`config.mk`:
```
export PLATFORM = sky130hd
export DESIGN_NAME = instr_mem_loadable_flat
export DESIGN_NICKNAME = d
export VERILOG_FILES = /design/src/rtl/instr_mem_pkg.sv /design/src/rtl/instr_mem_loadable_if.sv /design/src/rtl/instr_mem_loadable_imem_ram.sv /design/src/rtl/instr_mem_loadable.sv /design/src/flat_wrapper.sv
export SDC_FILE = /design/constraint.sdc
export NUM_CORES = 1
export LEC_CHECK = 0
export ABC_AREA = 1
export CAP_MARGIN = 30
export CORE_ASPECT_RATIO = 1.2
export CORE_MARGIN = 2
export CORE_UTILIZATION = 30
export DETAILED_ROUTE_END_ITERATION = 16
export PLACE_DENSITY_LB_ADDON = 0.05
export SLEW_MARGIN = 20
export SYNTH_ARGS = -nofsm -noshare
export SYNTH_HDL_FRONTEND = slang
export SYNTH_HIERARCHICAL = 1
export SYNTH_SLANG_ARGS = --single-unit
```
`constraint.sdc`:
```
create_clock -name Clk -period 5.75 [get_ports Clk]
set_clock_uncertainty 0.05 [all_clocks]
set_input_delay 1.4375 -clock Clk [delete_from_list [all_inputs] [get_ports Clk]]
set_output_delay 1.4375 -clock Clk [all_outputs]
set_load 0.005 [all_outputs]
```
`src/rtl/instr_mem_pkg.sv`:
```
// -----------------------------------------------------------------------------
// instr_mem_pkg
// Shared definitions for the loadable instruction memory and the 16-bit MIPS
// datapath: instruction width default, the word returned on an out-of-range
// fetch, and the RUN/LOAD state encoding of the memory controller.
// -----------------------------------------------------------------------------
package instr_mem_pkg;

  localparam int IMEM_DATA_W = 16;

  localparam logic [IMEM_DATA_W-1:0] IMEM_NOP_WORD = 16'h0000;

  typedef enum logic {
    ST_RUN  = 1'b0,
    ST_LOAD = 1'b1
  } imem_state_t;

endpackage

```
`src/rtl/instr_mem_loadable_if.sv`:
```
// -----------------------------------------------------------------------------
// instr_mem_loadable_if
// Bundles the fetch port and the streaming program-load port of the
// instruction memory.
//   slave  : memory side (inputs are requests/load stream, outputs are
//            Fetch_Ready, Data_Out, Data_Valid, Fetch_Fault, Load_Busy,
//            Load_Ovf)
//   master : fetch stage / host side, the mirror image
// -----------------------------------------------------------------------------
interface instr_mem_loadable_if #(
  parameter int ADDR_W = 16,
  parameter int DATA_W = 16
);

  // Fetch side
  logic              Fetch_Req;
  logic [ADDR_W-1:0] Addr;
  logic              Fetch_Ready;
  logic [DATA_W-1:0] Data_Out;
  logic              Data_Valid;
  logic              Fetch_Fault;

  // Program-load side
  logic              Load_Start;
  logic [ADDR_W-1:0] Load_Base;
  logic              Load_Valid;
  logic [DATA_W-1:0] Load_Data;
  logic              Load_Last;
  logic              Load_Busy;
  logic              Load_Ovf;

  modport slave (
    input  Fetch_Req, Addr, Load_Start, Load_Base, Load_Valid, Load_Data,
           Load_Last,
    output Fetch_Ready, Data_Out, Data_Valid, Fetch_Fault, Load_Busy, Load_Ovf
  );

  modport master (
    output Fetch_Req, Addr, Load_Start, Load_Base, Load_Valid, Load_Data,
           Load_Last,
    input  Fetch_Ready, Data_Out, Data_Valid, Fetch_Fault, Load_Busy, Load_Ovf
  );

endinterface

```
`src/rtl/instr_mem_loadable_imem_ram.sv`:
```
// -----------------------------------------------------------------------------
// imem_ram
// Single-port synchronous RAM, DEPTH x DATA_W, with write enable and a
// registered read. Contents are never reset.
//   clk     : rising-edge clock
//   we_i    : write wdata_i to addr_i at this edge
//   re_i    : capture mem[addr_i] into the read register at this edge
//   addr_i  : shared word address
//   wdata_i : write data
//   rdata_o : registered read data (holds when re_i=0)
// -----------------------------------------------------------------------------
module imem_ram #(
  parameter int DATA_W = 16,
  parameter int DEPTH  = 64,
  parameter int AW     = 6
) (
  input  logic              clk,
  input  logic              we_i,
  input  logic              re_i,
  input  logic [AW-1:0]     addr_i,
  input  logic [DATA_W-1:0] wdata_i,
  output logic [DATA_W-1:0] rdata_o
);

  logic [DATA_W-1:0] mem_q [DEPTH];
  logic [DATA_W-1:0] rdata_q;

  always_ff @(posedge clk) begin
    if (we_i) begin
      mem_q[addr_i] <= wdata_i;
    end
    if (re_i) begin
      rdata_q <= mem_q[addr_i];
    end
  end

  assign rdata_o = rdata_q;

endmodule

```
`src/rtl/instr_mem_loadable.sv`:
```
// -----------------------------------------------------------------------------
// instr_mem_loadable
// Synchronous instruction memory for the 16-bit MIPS datapath with a run-time
// program-load port. A two-state controller (RUN / LOAD) arbitrates between
// instruction fetch and program writes; fetch and load never overlap, so the
// single-port RAM never sees a read/write collision.
//   Clk   : rising-edge clock
//   Reset : synchronous, active-high; clears control state, not the RAM
//   bus   : instr_mem_loadable_if.slave
//           Fetch_Req/Addr -> Data_Out/Data_Valid/Fetch_Fault one edge later
//           Fetch_Ready    : combinational, 1 in RUN unless Load_Start=1
//           Load_Start/Load_Base/Load_Valid/Load_Data/Load_Last : load stream
//           Load_Busy      : registered, 1 while in LOAD
//           Load_Ovf       : sticky, write attempted past the end of memory
// -----------------------------------------------------------------------------
module instr_mem_loadable
  import instr_mem_pkg::*;
#(
  parameter int                DATA_W   = IMEM_DATA_W,
  parameter int                DEPTH    = 64,
  parameter int                ADDR_W   = 16,
  parameter logic [DATA_W-1:0] NOP_WORD = DATA_W'(IMEM_NOP_WORD)
) (
  input  logic                 Clk,
  input  logic                 Reset,
  instr_mem_loadable_if.slave  bus
);

  localparam int              AW      = (DEPTH > 1) ? $clog2(DEPTH) : 1;
  // Range limit held one bit wider than the address so DEPTH=2**ADDR_W fits.
  localparam logic [ADDR_W:0] DEPTH_L = (ADDR_W+1)'(DEPTH);
  localparam logic [ADDR_W:0] PTR_ONE = (ADDR_W+1)'(1);

  imem_state_t       state_q, state_d;
  logic [ADDR_W:0]   ptr_q, ptr_d;
  logic              ovf_q, ovf_d;
  logic              valid_q;
  logic              fault_q;
  // Selects NOP_WORD on Data_Out; updated only by accepted fetches so an
  // out-of-range result is held just like a real RAM word.
  logic              nop_sel_q;

  logic              fetch_acc;
  logic              fetch_in_range;
  logic              ram_we;
  logic              ram_re;
  logic [AW-1:0]     ram_addr;
  logic [DATA_W-1:0] ram_rdata;

  assign bus.Fetch_Ready = (state_q == ST_RUN) && !bus.Load_Start;
  assign fetch_acc       = bus.Fetch_Req && bus.Fetch_Ready;
  assign fetch_in_range  = {1'b0, bus.Addr} < DEPTH_L;
  assign ram_re          = fetch_acc && fetch_in_range;
  assign ram_addr        = (state_q == ST_LOAD) ? ptr_q[AW-1:0] : bus.Addr[AW-1:0];

  // Next-state logic: Load_Start always wins and restarts the load, so a
  // same-cycle Load_Valid is dropped.
  always_comb begin
    state_d = state_q;
    ptr_d   = ptr_q;
    ovf_d   = ovf_q;
    ram_we  = 1'b0;
    if (bus.Load_Start) begin
      state_d = ST_LOAD;
      ptr_d   = {1'b0, bus.Load_Base};
      ovf_d   = 1'b0;
    end else if ((state_q == ST_LOAD) && bus.Load_Valid) begin
      if (ptr_q < DEPTH_L) begin
        ram_we = !Reset;
        ptr_d  = ptr_q + PTR_ONE;
        if (bus.Load_Last) begin
          state_d = ST_RUN;
        end
      end else begin
        ovf_d   = 1'b1;
        state_d = ST_RUN;
      end
    end
  end

  always_ff @(posedge Clk) begin
    if (Reset) begin
      state_q   <= ST_RUN;
      ptr_q     <= '0;
      ovf_q     <= 1'b0;
      valid_q   <= 1'b0;
      fault_q   <= 1'b0;
      nop_sel_q <= 1'b1;
    end else begin
      state_q <= state_d;
      ptr_q   <= ptr_d;
      ovf_q   <= ovf_d;
      valid_q <= fetch_acc;
      fault_q <= fetch_acc && !fetch_in_range;
      if (fetch_acc) begin
        nop_sel_q <= !fetch_in_range;
      end
    end
  end

  imem_ram #(
    .DATA_W (DATA_W),
    .DEPTH  (DEPTH),
    .AW     (AW)
  ) u_ram (
    .clk     (Clk),
    .we_i    (ram_we),
    .re_i    (ram_re),
    .addr_i  (ram_addr),
    .wdata_i (bus.Load_Data),
    .rdata_o (ram_rdata)
  );

  assign bus.Data_Out    = nop_sel_q ? NOP_WORD : ram_rdata;
  assign bus.Data_Valid  = valid_q;
  assign bus.Fetch_Fault = fault_q;
  assign bus.Load_Busy   = (state_q == ST_LOAD);
  assign bus.Load_Ovf    = ovf_q;

endmodule

```
`src/flat_wrapper.sv`:
```
// flat-port wrapper written by rule: the top's interface ports become plain ports
module instr_mem_loadable_flat import instr_mem_pkg::*;
#(
  parameter int                DATA_W   = IMEM_DATA_W,
  parameter int                DEPTH    = 64,
  parameter int                ADDR_W   = 16,
  parameter logic [DATA_W-1:0] NOP_WORD = DATA_W'(IMEM_NOP_WORD)
)
  (Clk, Reset, bus_Fetch_Req, bus_Addr, bus_Load_Start, bus_Load_Base, bus_Load_Valid, bus_Load_Data, bus_Load_Last, bus_Fetch_Ready, bus_Data_Out, bus_Data_Valid, bus_Fetch_Fault, bus_Load_Busy, bus_Load_Ovf);
  instr_mem_loadable_if #(.ADDR_W(ADDR_W), .DATA_W(DATA_W)) bus_i ();
  input  logic Clk;
  input  logic Reset;
  input wire logic [$bits(bus_i.Fetch_Req)-1:0] bus_Fetch_Req;
  input wire logic [$bits(bus_i.Addr)-1:0] bus_Addr;
  input wire logic [$bits(bus_i.Load_Start)-1:0] bus_Load_Start;
  input wire logic [$bits(bus_i.Load_Base)-1:0] bus_Load_Base;
  input wire logic [$bits(bus_i.Load_Valid)-1:0] bus_Load_Valid;
  input wire logic [$bits(bus_i.Load_Data)-1:0] bus_Load_Data;
  input wire logic [$bits(bus_i.Load_Last)-1:0] bus_Load_Last;
  output wire logic [$bits(bus_i.Fetch_Ready)-1:0] bus_Fetch_Ready;
  output wire logic [$bits(bus_i.Data_Out)-1:0] bus_Data_Out;
  output wire logic [$bits(bus_i.Data_Valid)-1:0] bus_Data_Valid;
  output wire logic [$bits(bus_i.Fetch_Fault)-1:0] bus_Fetch_Fault;
  output wire logic [$bits(bus_i.Load_Busy)-1:0] bus_Load_Busy;
  output wire logic [$bits(bus_i.Load_Ovf)-1:0] bus_Load_Ovf;
  assign bus_i.Fetch_Req = bus_Fetch_Req;
  assign bus_i.Addr = bus_Addr;
  assign bus_i.Load_Start = bus_Load_Start;
  assign bus_i.Load_Base = bus_Load_Base;
  assign bus_i.Load_Valid = bus_Load_Valid;
  assign bus_i.Load_Data = bus_Load_Data;
  assign bus_i.Load_Last = bus_Load_Last;
  assign bus_Fetch_Ready = bus_i.Fetch_Ready;
  assign bus_Data_Out = bus_i.Data_Out;
  assign bus_Data_Valid = bus_i.Data_Valid;
  assign bus_Fetch_Fault = bus_i.Fetch_Fault;
  assign bus_Load_Busy = bus_i.Load_Busy;
  assign bus_Load_Ovf = bus_i.Load_Ovf;
  instr_mem_loadable #(.DATA_W(DATA_W), .DEPTH(DEPTH), .ADDR_W(ADDR_W), .NOP_WORD(NOP_WORD)) u_core (.Clk(Clk), .Reset(Reset), .bus(bus_i));
endmodule
```
==> flow_metrics.tcl <==
set metrics [dict create \
    drive_gt1_share_pct 7.562 \
    wire_per_inst_um 22.66 \
    cts_tree "yes" \
    grt.total_usage_pct 19.62 \
    ff2ff_path_depth 16 \
    cp.depth 3 \
    netlist_instances 4458 \
    holdBufCountCts 0 \
    ant_nets 0 \
    setup_viol 0 \
    cp_data_arrival_time_ps 2880 \
    critPathBufInv 2 \
    clk_pin_slew_worst_paths_ps 60 \
    wirelength_mm 150.7 \
    ys_seq_area_share_pct 70.40 \
    fin_util_pct 35.03 \
    criticalPathCategory "input port to output port" \
    drt-initial-drc-count 2070 \
    grt_max_degree 153 \
    cp.required_ps 4260 \
    synthesis.area_um2 44990 \
    power_leakage_nw 21.36 \
    num_rows 155 \
    cts_buffer_depth 3 \
    min_path_cells 2 \
    powerDensity_nw_per_um2 334.2 \
    area_growth_pct 15.83 \
    ys_seq_elements 1062 \
    hpwl_mm 89.13 \
    grt_busiest_layer "met2" \
    maxCapViolCount 0 \
    cts_sinks 1062 \
    met1_usage_pct 26.76 \
    num_io_pins 75 \
    viasPerCell 4.525 \
    grt_first_pass_wirelength_mm 217.1 \
    fin_nets 4641 \
    ir_drop_v 0.0002270 \
    grt.met2_usage_pct 31.97 \
    initial_core_util_pct 30.25 \
    slowest_stage "clkdlybuf4s50_1" \
    path_common_cell "clkdlybuf4s50_1" \
    post-route-period-util_pct 76.02 \
    critPathLaunchType "input port" \
    via_count 30080 \
    fin_worst_hold_slack_ps 397.0 \
    cpPeakStageDelay_ps 610 \
    worst_skew_pair.late_latency_ps 750 \
    core_um2 148700 \
    die-height_um 428.2 \
    globalplace.congestion 0.7891 \
    cts_resized 0 \
    maxSlewHeadroom_pct 33.50 \
    synth_area_per_cell_um2 10.09 \
    hold_viol 0 \
    worstPathMaxFanout 12 \
    worst_slew_pin_slew_ps 997.5 \
    clockRootBuffer "clkbuf_16" \
    dr.pass1.iters 5 \
    ys_warn_count 6 \
    critPathTopFamily "buffers and inverters" \
    antenna_found_initial 7 \
    dieArea_um2 153100 \
    grtUsageMet3_pct 2.749 \
    syn_nets 4513 \
    cts_setup_buffers 0 \
    first_global_vias 29890 \
    timing.final.max_slew_violations 0 \
    timing.fmax_ghz 0.2288 \
    period_minus_slack_ps 4371 \
    path_cells "clkdlybuf4s50_1 > nor2_1 > clkdlybuf4s50_1" \
    io_buffers 74 \
    status "complete, no violations" \
    die_w_um 357.5 \
    htreeDepth 3 \
    yosysUniqueCellTypes 34 \
    rsz0062_at_grt "no" \
    total_power_mw 17.41 \
    holdCritPathClass "flop to flop" \
    drc_errors 0 \
    gr-total-overflow 0 \
    cts_buffers 120 \
    endpoint_kind "output port" \
    setup-tns-final_ps 0 \
]
==> worst min-delay path, stage by stage, from the launching register on <==
cell,delay [ps]
dfxtp_1,290
inv_1,60
nor2_1,50
==> flip-flops by register name (all words and copies together) (netlist names) <==
signal / flops
u_core/ptr_q: 17
u_core/bus.Fetch_Fault: 1
u_core/bus.Load_Ovf: 1
u_core/bus.Data_Valid: 1
u_core/bus.Load_Busy: 1
u_core/u_ram/rdata_o: 16
u_core/nop_sel_q: 1
u_core/u_ram/mem_q: 1024
==> Yosys cell counts <==
master,count,area (µm²)
o31ai_1,1,7.510
buf_2,117,585.6
nand3_1,31,155.2
or2_1,3,18.77
inv_2,10,37.54
ha_1,1,12.51
nand3_4,1,17.52
clkbuf_1,59,221.5
nor3_2,1,10.01
nand3_2,2,20.02
buf_1,15,56.30
nor2_1,136,510.5
a21o_1,1,7.510
buf_6,10,112.6
o21ai_0,5,25.02
buf_4,14,105.1
o211ai_1,5,37.54
nor3_4,7,113.9
o21a_1,1,7.510
or2_0,1,6.260
nor4_1,4,25.02
xor2_1,2,17.52
a21oi_1,16,80.08
or2_2,3,18.77
nand4_1,4,25.02
inv_1,46,172.7
o21ai_1,6,30.03
nand2_4,1,11.26
nor3_1,1,5.000
edfxtp_1,1040,31230
inv_4,2,12.51
nand2_1,2888,10840
nor2_2,2,12.51
dfxtp_1,22,440.4
==> layout make-up <==
| type | count | area [µm²] |
|---|---|---|
| diodes | 5 | 12.51 |
| clock buffers | 159 | 3222 |
| clock inverters | 58 | 362.8 |
| fillers | 15060 | 96640 |
| inverters | 58 | 240.2 |
| multi-input cells | 3123 | 12060 |
| flip-flops and latches | 1062 | 31670 |
| well taps | 1962 | 2455 |
| repair buffers | 221 | 2085 |
==> logic make-up after synthesis <==
| logic type | after synthesis | share of synthesized area (%) |
|---|---|---|
| compound gates | 35 | 0.4339 |
| simple gates | 3085 | 26.21 |
| xor+xnor | 2 | 0.03894 |
| flops | 1062 | 70.40 |
| fa+ha+maj | 1 | 0.02781 |
| buf+inv | 273 | 2.898 |
==> metal layers <==
metal | vias up | wire length, µm
met5 | - | 0
met4 | 0 | 4435
met3 | 181 | 5964
met2 | 545 | 71410
met1 | 14680 | 68860
li1 | 14680 | -
==> path summary, 6_finish.rpt <==
| check | start | endpoint | slack (ps) |
|---|---|---|---|
| max | bus_Load_Start | bus_Fetch_Ready | 1380 |
| min | u_core/ptr_q[16] | u_core/ptr_q[16] | 400 |
| max reg2reg | u_core/bus.Load_Busy | u_core/u_ram/rdata_o[5] | 2160 |
| min reg2reg | u_core/ptr_q[16] | u_core/ptr_q[16] | 400 |
==> per-stage QoR <==
step | cell area (µm²) | setup WS, ps | std cells
3_3_place_gp | 48320 | 914.2 | 6418
2_1_floorplan | 44990 | 1162 | 4458
6_report | 52110 | 1379 | 6648
4_1_cts | 52020 | 1359 | 6640
3_5_place_dp | 48440 | 962.2 | 6423
5_1_grt | 52100 | 1265 | 6643
==> power by group <==
part / switching, mW / leakage, nW / internal [mW] / total [mW]
clock: 3.19 / 1.74 / 3.99 / 7.18
combinational: 1.30 / 10.1 / 0.414 / 1.71
sequential: 0.0103 / 9.52 / 8.51 / 8.52
total: 4.50 / 21.4 / 12.9 / 17.4
==> placed cells by master (no fill, tap or decap), types with 6 or more instances in the layout <==
cell type	netlist	layout
a21oi_1	16	16
buf_12	0	15
buf_2	117	6
buf_4	14	136
clkbuf_1	59	34
clkbuf_16	0	122
clkdlybuf4s50_1	0	58
clkinv_1	0	31
clkinv_2	0	15
dfxtp_1	22	22
edfxtp_1	1040	1040
inv_1	46	46
inv_2	10	7
nand2_1	2888	2885
nand3_1	31	31
nor2_1	136	131
nor2_2	2	7
nor3_4	7	7
o21ai_1	6	8
(Power assumes the default switching activity.)
